==> src/rtl/sdram_bist_master_if.sv <==
// User-side bus between the BIST initiator and the SDRAM driver:
// write command/data channel, read command channel and read-response channel.
interface sdram_bist_master_if #(
  parameter int ADDR_WIDTH = 24,
  parameter int DATA_WIDTH = 16
);
  logic                  reader_valid;
  logic                  reader_ready;
  logic [ADDR_WIDTH-1:0] reader_addr;
  logic                  writer_valid;
  logic                  writer_ready;
  logic [ADDR_WIDTH-1:0] writer_addr;
  logic [DATA_WIDTH-1:0] writer_data;
  logic                  resp_valid;
  logic                  resp_last;
  logic [DATA_WIDTH-1:0] resp_data;
  logic                  resp_ready;

  modport master (
    output reader_valid, reader_addr,
    input  reader_ready,
    output writer_valid, writer_addr, writer_data,
    input  writer_ready,
    input  resp_valid, resp_last, resp_data,
    output resp_ready
  );

  modport slave (
    input  reader_valid, reader_addr,
    output reader_ready,
    input  writer_valid, writer_addr, writer_data,
    output writer_ready,
    output resp_valid, resp_last, resp_data,
    input  resp_ready
  );
endinterface

==> src/rtl/sdram_bist_master.sv <==
// Memory self-test initiator: writes NUM_BURSTS bursts of an address^seed
// pattern, reads them back, and reports error count and first failing address.
module sdram_bist_master #(
  parameter int ADDR_WIDTH   = 24,
  parameter int DATA_WIDTH   = 16,
  parameter int BURST_LENGTH = 8,
  parameter int NUM_BURSTS   = 16,
  parameter int ERR_WIDTH    = 16
) (
  input  logic                  clk,
  input  logic                  rstn,
  input  logic                  start,
  input  logic [ADDR_WIDTH-1:0] base_addr,
  input  logic [DATA_WIDTH-1:0] seed,
  output logic                  busy,
  output logic                  done,
  output logic                  pass,
  output logic [ERR_WIDTH-1:0]  err_count,
  output logic [ADDR_WIDTH-1:0] first_err_addr,
  output logic                  proto_err,
  sdram_bist_master_if.master   bus
);

  localparam int BEAT_W  = (BURST_LENGTH > 1) ? $clog2(BURST_LENGTH) : 1;
  localparam int BURST_W = (NUM_BURSTS > 1) ? $clog2(NUM_BURSTS) : 1;
  localparam logic [BEAT_W-1:0]     LAST_BEAT    = BEAT_W'(BURST_LENGTH - 1);
  localparam logic [BURST_W-1:0]    LAST_BURST   = BURST_W'(NUM_BURSTS - 1);
  localparam logic [ADDR_WIDTH-1:0] BURST_STRIDE = ADDR_WIDTH'(BURST_LENGTH);

  typedef enum logic [2:0] {
    IDLE, WR_CMD, WR_DATA, RD_CMD, RD_DATA, FINISH
  } state_t;

  state_t                state_q, state_d;
  logic [BEAT_W-1:0]     beat_q, beat_d;
  logic [BURST_W-1:0]    burst_q, burst_d;
  logic [ADDR_WIDTH-1:0] burst_addr_q, burst_addr_d;
  logic [ADDR_WIDTH-1:0] base_q, base_d;
  logic [DATA_WIDTH-1:0] seed_q, seed_d;
  logic [ERR_WIDTH-1:0]  err_q, err_d;
  logic [ADDR_WIDTH-1:0] first_q, first_d;
  logic                  proto_q, proto_d;
  logic                  pass_q, pass_d;

  logic [ADDR_WIDTH-1:0] word_addr;
  logic [DATA_WIDTH-1:0] pattern;
  logic                  beat_is_last;

  // burst_addr is tracked incrementally so the address path is a single adder
  assign word_addr    = burst_addr_q + ADDR_WIDTH'(beat_q);
  assign beat_is_last = (beat_q == LAST_BEAT);

  generate
    if (ADDR_WIDTH >= DATA_WIDTH) begin : g_pat_trunc
      assign pattern = word_addr[DATA_WIDTH-1:0] ^ seed_q;
    end else begin : g_pat_zext
      assign pattern = {{(DATA_WIDTH-ADDR_WIDTH){1'b0}}, word_addr} ^ seed_q;
    end
  endgenerate

  always_comb begin
    state_d      = state_q;
    beat_d       = beat_q;
    burst_d      = burst_q;
    burst_addr_d = burst_addr_q;
    base_d       = base_q;
    seed_d       = seed_q;
    err_d        = err_q;
    first_d      = first_q;
    proto_d      = proto_q;
    pass_d       = pass_q;

    bus.writer_valid = 1'b0;
    bus.writer_addr  = '0;
    bus.writer_data  = '0;
    bus.reader_valid = 1'b0;
    bus.reader_addr  = '0;
    bus.resp_ready   = 1'b0;

    unique case (state_q)
      IDLE: begin
        if (start) begin
          base_d       = base_addr;
          seed_d       = seed;
          burst_addr_d = base_addr;
          err_d        = '0;
          first_d      = '0;
          proto_d      = 1'b0;
          pass_d       = 1'b0;
          burst_d      = '0;
          state_d      = WR_CMD;
        end
      end
      WR_CMD: begin
        bus.writer_valid = 1'b1;
        bus.writer_addr  = burst_addr_q;
        if (bus.writer_ready) begin
          beat_d  = '0;
          state_d = WR_DATA;
        end
      end
      WR_DATA: begin
        bus.writer_valid = 1'b1;
        bus.writer_addr  = burst_addr_q;
        bus.writer_data  = pattern;
        if (bus.writer_ready) begin
          beat_d = beat_q + 1'b1;
          if (beat_is_last) begin
            beat_d = '0;
            if (burst_q == LAST_BURST) begin
              burst_d      = '0;
              burst_addr_d = base_q;
              state_d      = RD_CMD;
            end else begin
              burst_d      = burst_q + 1'b1;
              burst_addr_d = burst_addr_q + BURST_STRIDE;
              state_d      = WR_CMD;
            end
          end
        end
      end
      RD_CMD: begin
        bus.reader_valid = 1'b1;
        bus.reader_addr  = burst_addr_q;
        if (bus.reader_ready) begin
          beat_d  = '0;
          state_d = RD_DATA;
        end
      end
      RD_DATA: begin
        bus.resp_ready = 1'b1;
        if (bus.resp_valid) begin
          if (bus.resp_data != pattern) begin
            if (err_q == '0) first_d = word_addr;
            if (err_q != '1) err_d = err_q + 1'b1;
          end
          if (bus.resp_last != beat_is_last) proto_d = 1'b1;
          beat_d = beat_q + 1'b1;
          // burst length is fixed by the beat count; resp_last only feeds proto_err
          if (beat_is_last) begin
            beat_d = '0;
            if (burst_q == LAST_BURST) begin
              pass_d  = (err_d == '0) && !proto_d;
              state_d = FINISH;
            end else begin
              burst_d      = burst_q + 1'b1;
              burst_addr_d = burst_addr_q + BURST_STRIDE;
              state_d      = RD_CMD;
            end
          end
        end
      end
      FINISH: begin
        state_d = IDLE;
      end
      default: state_d = IDLE;
    endcase
  end

  always_ff @(posedge clk or negedge rstn) begin
    if (!rstn) begin
      state_q      <= IDLE;
      beat_q       <= '0;
      burst_q      <= '0;
      burst_addr_q <= '0;
      base_q       <= '0;
      seed_q       <= '0;
      err_q        <= '0;
      first_q      <= '0;
      proto_q      <= 1'b0;
      pass_q       <= 1'b0;
    end else begin
      state_q      <= state_d;
      beat_q       <= beat_d;
      burst_q      <= burst_d;
      burst_addr_q <= burst_addr_d;
      base_q       <= base_d;
      seed_q       <= seed_d;
      err_q        <= err_d;
      first_q      <= first_d;
      proto_q      <= proto_d;
      pass_q       <= pass_d;
    end
  end

  assign busy           = (state_q != IDLE) && (state_q != FINISH);
  assign done           = (state_q == FINISH);
  assign pass           = pass_q;
  assign err_count      = err_q;
  assign first_err_addr = first_q;
  assign proto_err      = proto_q;

endmodule

==> src/flat_wrapper.sv <==
// flat-port wrapper written by rule: the top's interface ports become plain ports
module sdram_bist_master_flat 
#(
  parameter int ADDR_WIDTH   = 24,
  parameter int DATA_WIDTH   = 16,
  parameter int BURST_LENGTH = 8,
  parameter int NUM_BURSTS   = 16,
  parameter int ERR_WIDTH    = 16
)
  (clk, rstn, start, base_addr, seed, busy, done, pass, err_count, first_err_addr, proto_err, bus_reader_valid, bus_reader_addr, bus_reader_ready, bus_writer_valid, bus_writer_addr, bus_writer_data, bus_writer_ready, bus_resp_valid, bus_resp_last, bus_resp_data, bus_resp_ready);
  sdram_bist_master_if #(.ADDR_WIDTH(ADDR_WIDTH), .DATA_WIDTH(DATA_WIDTH)) bus_i ();
  input  logic clk;
  input  logic rstn;
  input  logic start;
  input  logic [ADDR_WIDTH-1:0] base_addr;
  input  logic [DATA_WIDTH-1:0] seed;
  output logic busy;
  output logic done;
  output logic pass;
  output logic [ERR_WIDTH-1:0] err_count;
  output logic [ADDR_WIDTH-1:0] first_err_addr;
  output logic proto_err;
  output wire logic [$bits(bus_i.reader_valid)-1:0] bus_reader_valid;
  output wire logic [$bits(bus_i.reader_addr)-1:0] bus_reader_addr;
  input wire logic [$bits(bus_i.reader_ready)-1:0] bus_reader_ready;
  output wire logic [$bits(bus_i.writer_valid)-1:0] bus_writer_valid;
  output wire logic [$bits(bus_i.writer_addr)-1:0] bus_writer_addr;
  output wire logic [$bits(bus_i.writer_data)-1:0] bus_writer_data;
  input wire logic [$bits(bus_i.writer_ready)-1:0] bus_writer_ready;
  input wire logic [$bits(bus_i.resp_valid)-1:0] bus_resp_valid;
  input wire logic [$bits(bus_i.resp_last)-1:0] bus_resp_last;
  input wire logic [$bits(bus_i.resp_data)-1:0] bus_resp_data;
  output wire logic [$bits(bus_i.resp_ready)-1:0] bus_resp_ready;
  assign bus_reader_valid = bus_i.reader_valid;
  assign bus_reader_addr = bus_i.reader_addr;
  assign bus_i.reader_ready = bus_reader_ready;
  assign bus_writer_valid = bus_i.writer_valid;
  assign bus_writer_addr = bus_i.writer_addr;
  assign bus_writer_data = bus_i.writer_data;
  assign bus_i.writer_ready = bus_writer_ready;
  assign bus_i.resp_valid = bus_resp_valid;
  assign bus_i.resp_last = bus_resp_last;
  assign bus_i.resp_data = bus_resp_data;
  assign bus_resp_ready = bus_i.resp_ready;
  sdram_bist_master #(.ADDR_WIDTH(ADDR_WIDTH), .DATA_WIDTH(DATA_WIDTH), .BURST_LENGTH(BURST_LENGTH), .NUM_BURSTS(NUM_BURSTS), .ERR_WIDTH(ERR_WIDTH)) u_core (.clk(clk), .rstn(rstn), .start(start), .base_addr(base_addr), .seed(seed), .busy(busy), .done(done), .pass(pass), .err_count(err_count), .first_err_addr(first_err_addr), .proto_err(proto_err), .bus(bus_i));
endmodule
==> config.mk <==
export PLATFORM = sky130hd
export DESIGN_NAME = sdram_bist_master_flat
export DESIGN_NICKNAME = d
export VERILOG_FILES = /design/src/rtl/sdram_bist_master_if.sv /design/src/rtl/sdram_bist_master.sv /design/src/flat_wrapper.sv
export SDC_FILE = /design/constraint.sdc
export NUM_CORES = 1
export LEC_CHECK = 0
export BUFFER_PORTS_ARGS = -buffer_cell sky130_fd_sc_hd__buf_2
export CORE_MARGIN = 4
export CORE_UTILIZATION = 45
export DETAILED_ROUTE_END_ITERATION = 10
export GPL_TIMING_DRIVEN = 1
export PLACE_DENSITY = 0.71
export SLEW_MARGIN = 10
export SYNTH_ARGS = -nofsm -noshare
export SYNTH_HDL_FRONTEND = slang
export SYNTH_SLANG_ARGS = --single-unit
==> constraint.sdc <==
create_clock -name clk -period 3.3 [get_ports clk]
set_clock_uncertainty 0.05 [all_clocks]
set_input_delay 0.495 -clock clk [delete_from_list [all_inputs] [get_ports clk]]
set_output_delay 0.495 -clock clk [all_outputs]
set_load 0.1 [all_outputs]
==> summary.md <==
| Metric | Value |
|---|---|
| R2r endpoint | `u_core.pass` |
| Post-synthesis cell type count | `70` |
| Clk slew on worst S/H paths | `60 ps` |
| Sw Pwr | `~6.7 mW` |
| Syn Std Cell Area | `~0.0074 mm²` |
| Final HPWL from detailed placement | `~18000 µm` |
| Syn avg cell area | `~8.9 µm²` |
| Slew Viols, Final | `0` |
| GRT overflow | `0` |
| Final hold vios | `0` |
| Worst path arrival time | `3710 ps` |
| Clk root buf | `clkbuf_16` |
| Xor and xnor area share after synthesis | `a little under a tenth` |
| Worst Path Required | `3580 ps` |
| Initial DRC Count | `between 800 and 900` |
| CTS Buf Count | `17` |
| Hold crit path type | `in2async` |
| Most frequent cell after synthesis | `dfrtp_1` |
| R2R Setup Slk | `-140 ps` |
| Cell area after placement | `0.00951 mm²` |
| Clock power frac | `15.3%` |
| Rows | `46` |
| Maximum single-stage delay on the critical path | `390 ps` |
| DR DRC count | `0` |
| Headroom to the max-slew limit | `between 30% and 40%` |
| Leakage power | `between 4 and 5 nW` |
| Clock Sink Count | `about 120` |
| Die area | `approximately 0.019 mm²` |
| Share of layout cells above drive strength 1 | `between 30% and 40%` |
| Power density cells | `roughly 1200 mW/mm²` |
| Period utilisation layout | `104%` |
| Router iterations before antenna repair | `6` |
| RR Startpoint | `u_core.beat_q[0]` |
| Setup WS pre-CTS | `-254 ps` |
| Die Wd | `137 µm` |
| Critical path class | `reg2reg` |
| Dpl cells | `approximately 1.2k` |
| Failing checks | `setup timing` |
| Mapped Cells | `834` |
| Peak VDD IR | `slightly below 0.0009 V` |
| Post-synth top area share | `39.0%` |
| # fillers | `1316` |
| Synth Warn # | `0` |
| Final Non-Filler Cells | `1267` |
| Synth top area cells | `dfrtp_1, mux2_2, xnor2_1` |
| Cts hold-fix bufs | `0` |
| Critical path origin | `u_core.beat_q[0]` |
| DR vias | `7372` |
| Worst Setup EP | `u_core.pass` |
| CP Depth | `15` |
| CP Capture Type | `register` |
| Final-report setup violation count | `7` |
| Period minus WS final | `roughly 3400 ps` |
| Unrepaired setup endpoints after global routing | `yes` |
| H-tree levels | `4` |
| Setup crit start kind | `register` |
| Initial antenna violation count | `0` |
| Die Height | `~140 µm` |
| Core Footprint | `between 0.015 and 0.02 mm²` |
| Crit Path Max Fanout | `7` |
| Simple-gate share of the synthesized area | `approximately 21%` |
| Synth Area in Compound Gates | `between 10% and 20%` |
| Total internal power | `a little under 6 mW` |
| Main combinational cell family by area after synthesis | `simple AND/OR/NAND/NOR gates` |
| Worst hold slack | `roughly 130 ps` |
| Synth Flop Type | `dfrtp_1` |
| Crit-path cells | `ha_2 > buf_4 > buf_4 > buf_4 > and3_1 > nor2_1 > xnor2_1 > xnor2_1 > a211o_1 > nor4_4 > buf_12 > and2b_1 > mux2i_1 > o2111ai_1 > o31ai_2` |
| Post-Syn Nets | `just over 900` |
| Antenna-violating nets left | `0` |
| Most used cell, CP | `buf_4` |
| CTS tree | `done` |
| Reg2reg path depth | `15` |
| Worst Tran Pin Value | `approximately 950 ps` |
| Final net count | `between 1k and 1.5k` |
| Commonest cells in the netlist | `dfrtp_1, nand2_1, nor2_1` |
| Ys async rst share | `100%` |
| Per-cell routed wire length | `approximately 20 µm` |
| Vias in the first global route | `7068` |
| Max cap viols | `0` |
| DRT Wirelength | `~25000 µm` |
| Vias per cell | `roughly 5.8` |
| Clock Tree Buf Depth | `2` |
| Post-route cell area | `between 0.01 and 0.015 mm²` |
| Worst path bufs/invs | `4` |
| Final worst slack | `-135 ps` |
| Biggest area consumer among synthesized cells | `dfrtp_1` |
| CP max stage cell | `dfrtp_1` |
| IO Count | `~170` |
| Starting Density | `a little under half` |
| Sequential Power Share | `19.9%` |
| EDFF count, synth | `0` |
| Mux contribution to synthesized area | `under 10%` |
| Pin count of the biggest net entering global routing | `a little over 60` |
| Buffers on Ports | `approximately 170` |
| Register area share after synthesis | `39.0%` |
| Max Fclk | `about 0.29 GHz` |
| First-pass GRT wire length | `just under 40000 µm` |
| FF+latch count, synth | `116` |
| # diodes | `0` |
| All-Layer GR Usage | `26.5%` |
| Outcome | `finished with violations` |
| Top cell family by delay on the critical path | `simple AND/OR/NAND/NOR gates` |
| Global placer's final weighted congestion | `around 0.96` |
| Worst-Skew Late Latency | `420 ps` |
| Comb pwr share | `between 60% and 70%` |
| Adder and majority gate portion of the synthesized area | `under 10%` |
| Switching fraction of total power | `53.3%` |
| Total Neg Setup Slack | `-352 ps` |
| Layout area overhead | `40.8%` |
[worst min path at each step]
stage	start	to	depth (start not counted)
after global placement	u_core.first_err_addr[23]	u_core.first_err_addr[23]	2
after detailed placement	u_core.first_err_addr[22]	u_core.first_err_addr[22]	2
after CTS	rstn	u_core.first_err_addr[15]	1
final	rstn	u_core.seed_q[14]	1
after floorplan	rstn	u_core.base_q[0]	0
after global routing	rstn	u_core.seed_q[14]	1
[worst register-to-register path: stages (launching register included)]
cell and delay (ps):
dfrtp_1 390, ha_2 210, buf_4 140, buf_4 120, buf_4 130, and3_1 160
nor2_1 220, xnor2_1 210, xnor2_1 130, a211o_1 270, nor4_4 380, buf_12 170
and2b_1 200, mux2i_1 160, o2111ai_1 150, o31ai_2 250
[power groups by stage]
stage	clock (mW)	sequential, mW	combinational (mW)
after floorplan	0	2.82	5.17
after global placement	0	2.46	7.71
after detailed placement	0	2.50	7.80
after CTS	1.94	2.48	7.93
after global routing	2.00	2.57	8.50
final	1.92	2.51	8.14
[per-layer routing]
| layer | up-vias | part of all wire, % | wire, µm | track usage, % |
|---|---|---|---|---|
| li1 | 3376 | - | - | - |
| met2 | 366 | 47 | 12100 | 41.6 |
| met5 | - | 0 | 0 | 0 |
| met1 | 3576 | 42 | 10500 | 35.8 |
| met3 | 54 | 8.2 | 2080 | 6.21 |
| met4 | 0 | 2.8 | 707 | 9.63 |
[stage by stage]
stage / total power [mW] / utilization, %
detailed placement: 10.3 / 59.2
finish: 12.6 / 65.3
global placement: 10.2 / 59.2
floorplan: 7.99 / -
CTS: 12.4 / 64.0
global route: 13.1 / 65.3
[cells by family (layout without fill, tap and decap cells)]
group                    count (synthesis)  after routing
adder cells (fa/ha/maj)                 10             10
flip-flops                             116            116
buffers and inverters                   78            295
AO/OA/AOI/OAI                          196            196
AND/OR/NAND/NOR                        314            314
multiplexers                            44             44
XOR/XNOR                                76             76
[repair_timing]
action,4_1_cts,5_1_grt
gates cloned,0,3
resized for setup,22,29
buffers inserted,8,5
pin swaps,13,12
endpoints found under the setup margin,41,46
[flip-flops by register name, indices dropped and copies added, names as in the netlist]
signal,count
u_core.beat_q,3
u_core.proto_err,1
u_core.base_q,24
u_core.err_count,16
u_core.burst_q,4
u_core.pass,1
u_core.state_q,3
u_core.burst_addr_q,24
u_core.seed_q,16
u_core.first_err_addr,24
[cells in the final DEF, fill, tap and decap left out, types with 7 or more instances in the layout]
| cell | count |
|---|---|
| o21ai_0 | 52 |
| and2_1 | 44 |
| o31ai_1 | 16 |
| buf_4 | 69 |
| o21ai_1 | 8 |
| xnor2_1 | 46 |
| a21oi_1 | 34 |
| nor2_2 | 8 |
| nor3_1 | 22 |
| ha_1 | 7 |
| clkbuf_16 | 19 |
| buf_12 | 48 |
| nand4_1 | 7 |
| nand2_1 | 90 |
| and3_1 | 11 |
| dfrtp_1 | 116 |
| o22ai_1 | 7 |
| xor2_1 | 22 |
| buf_2 | 122 |
| nor2_1 | 53 |
| inv_1 | 12 |
| mux2_2 | 40 |
| a22oi_1 | 12 |
| a22o_1 | 10 |
| nor4_1 | 7 |
| nand3_1 | 25 |
[cell type report]
cell class | count | area, µm² | area share (%)
Clock inverter | 11 | 158 | 1.50
Sequential cell | 116 | 2900 | 27.7
Timing Repair Buffer | 249 | 2220 | 21.2
Inverter | 14 | 52.6 | 0.501
Tap cell | 216 | 270 | 2.58
Clock buffer | 21 | 450 | 4.30
Multi-Input combinational cell | 640 | 4430 | 42.3
(Power assumes the default switching activity.)
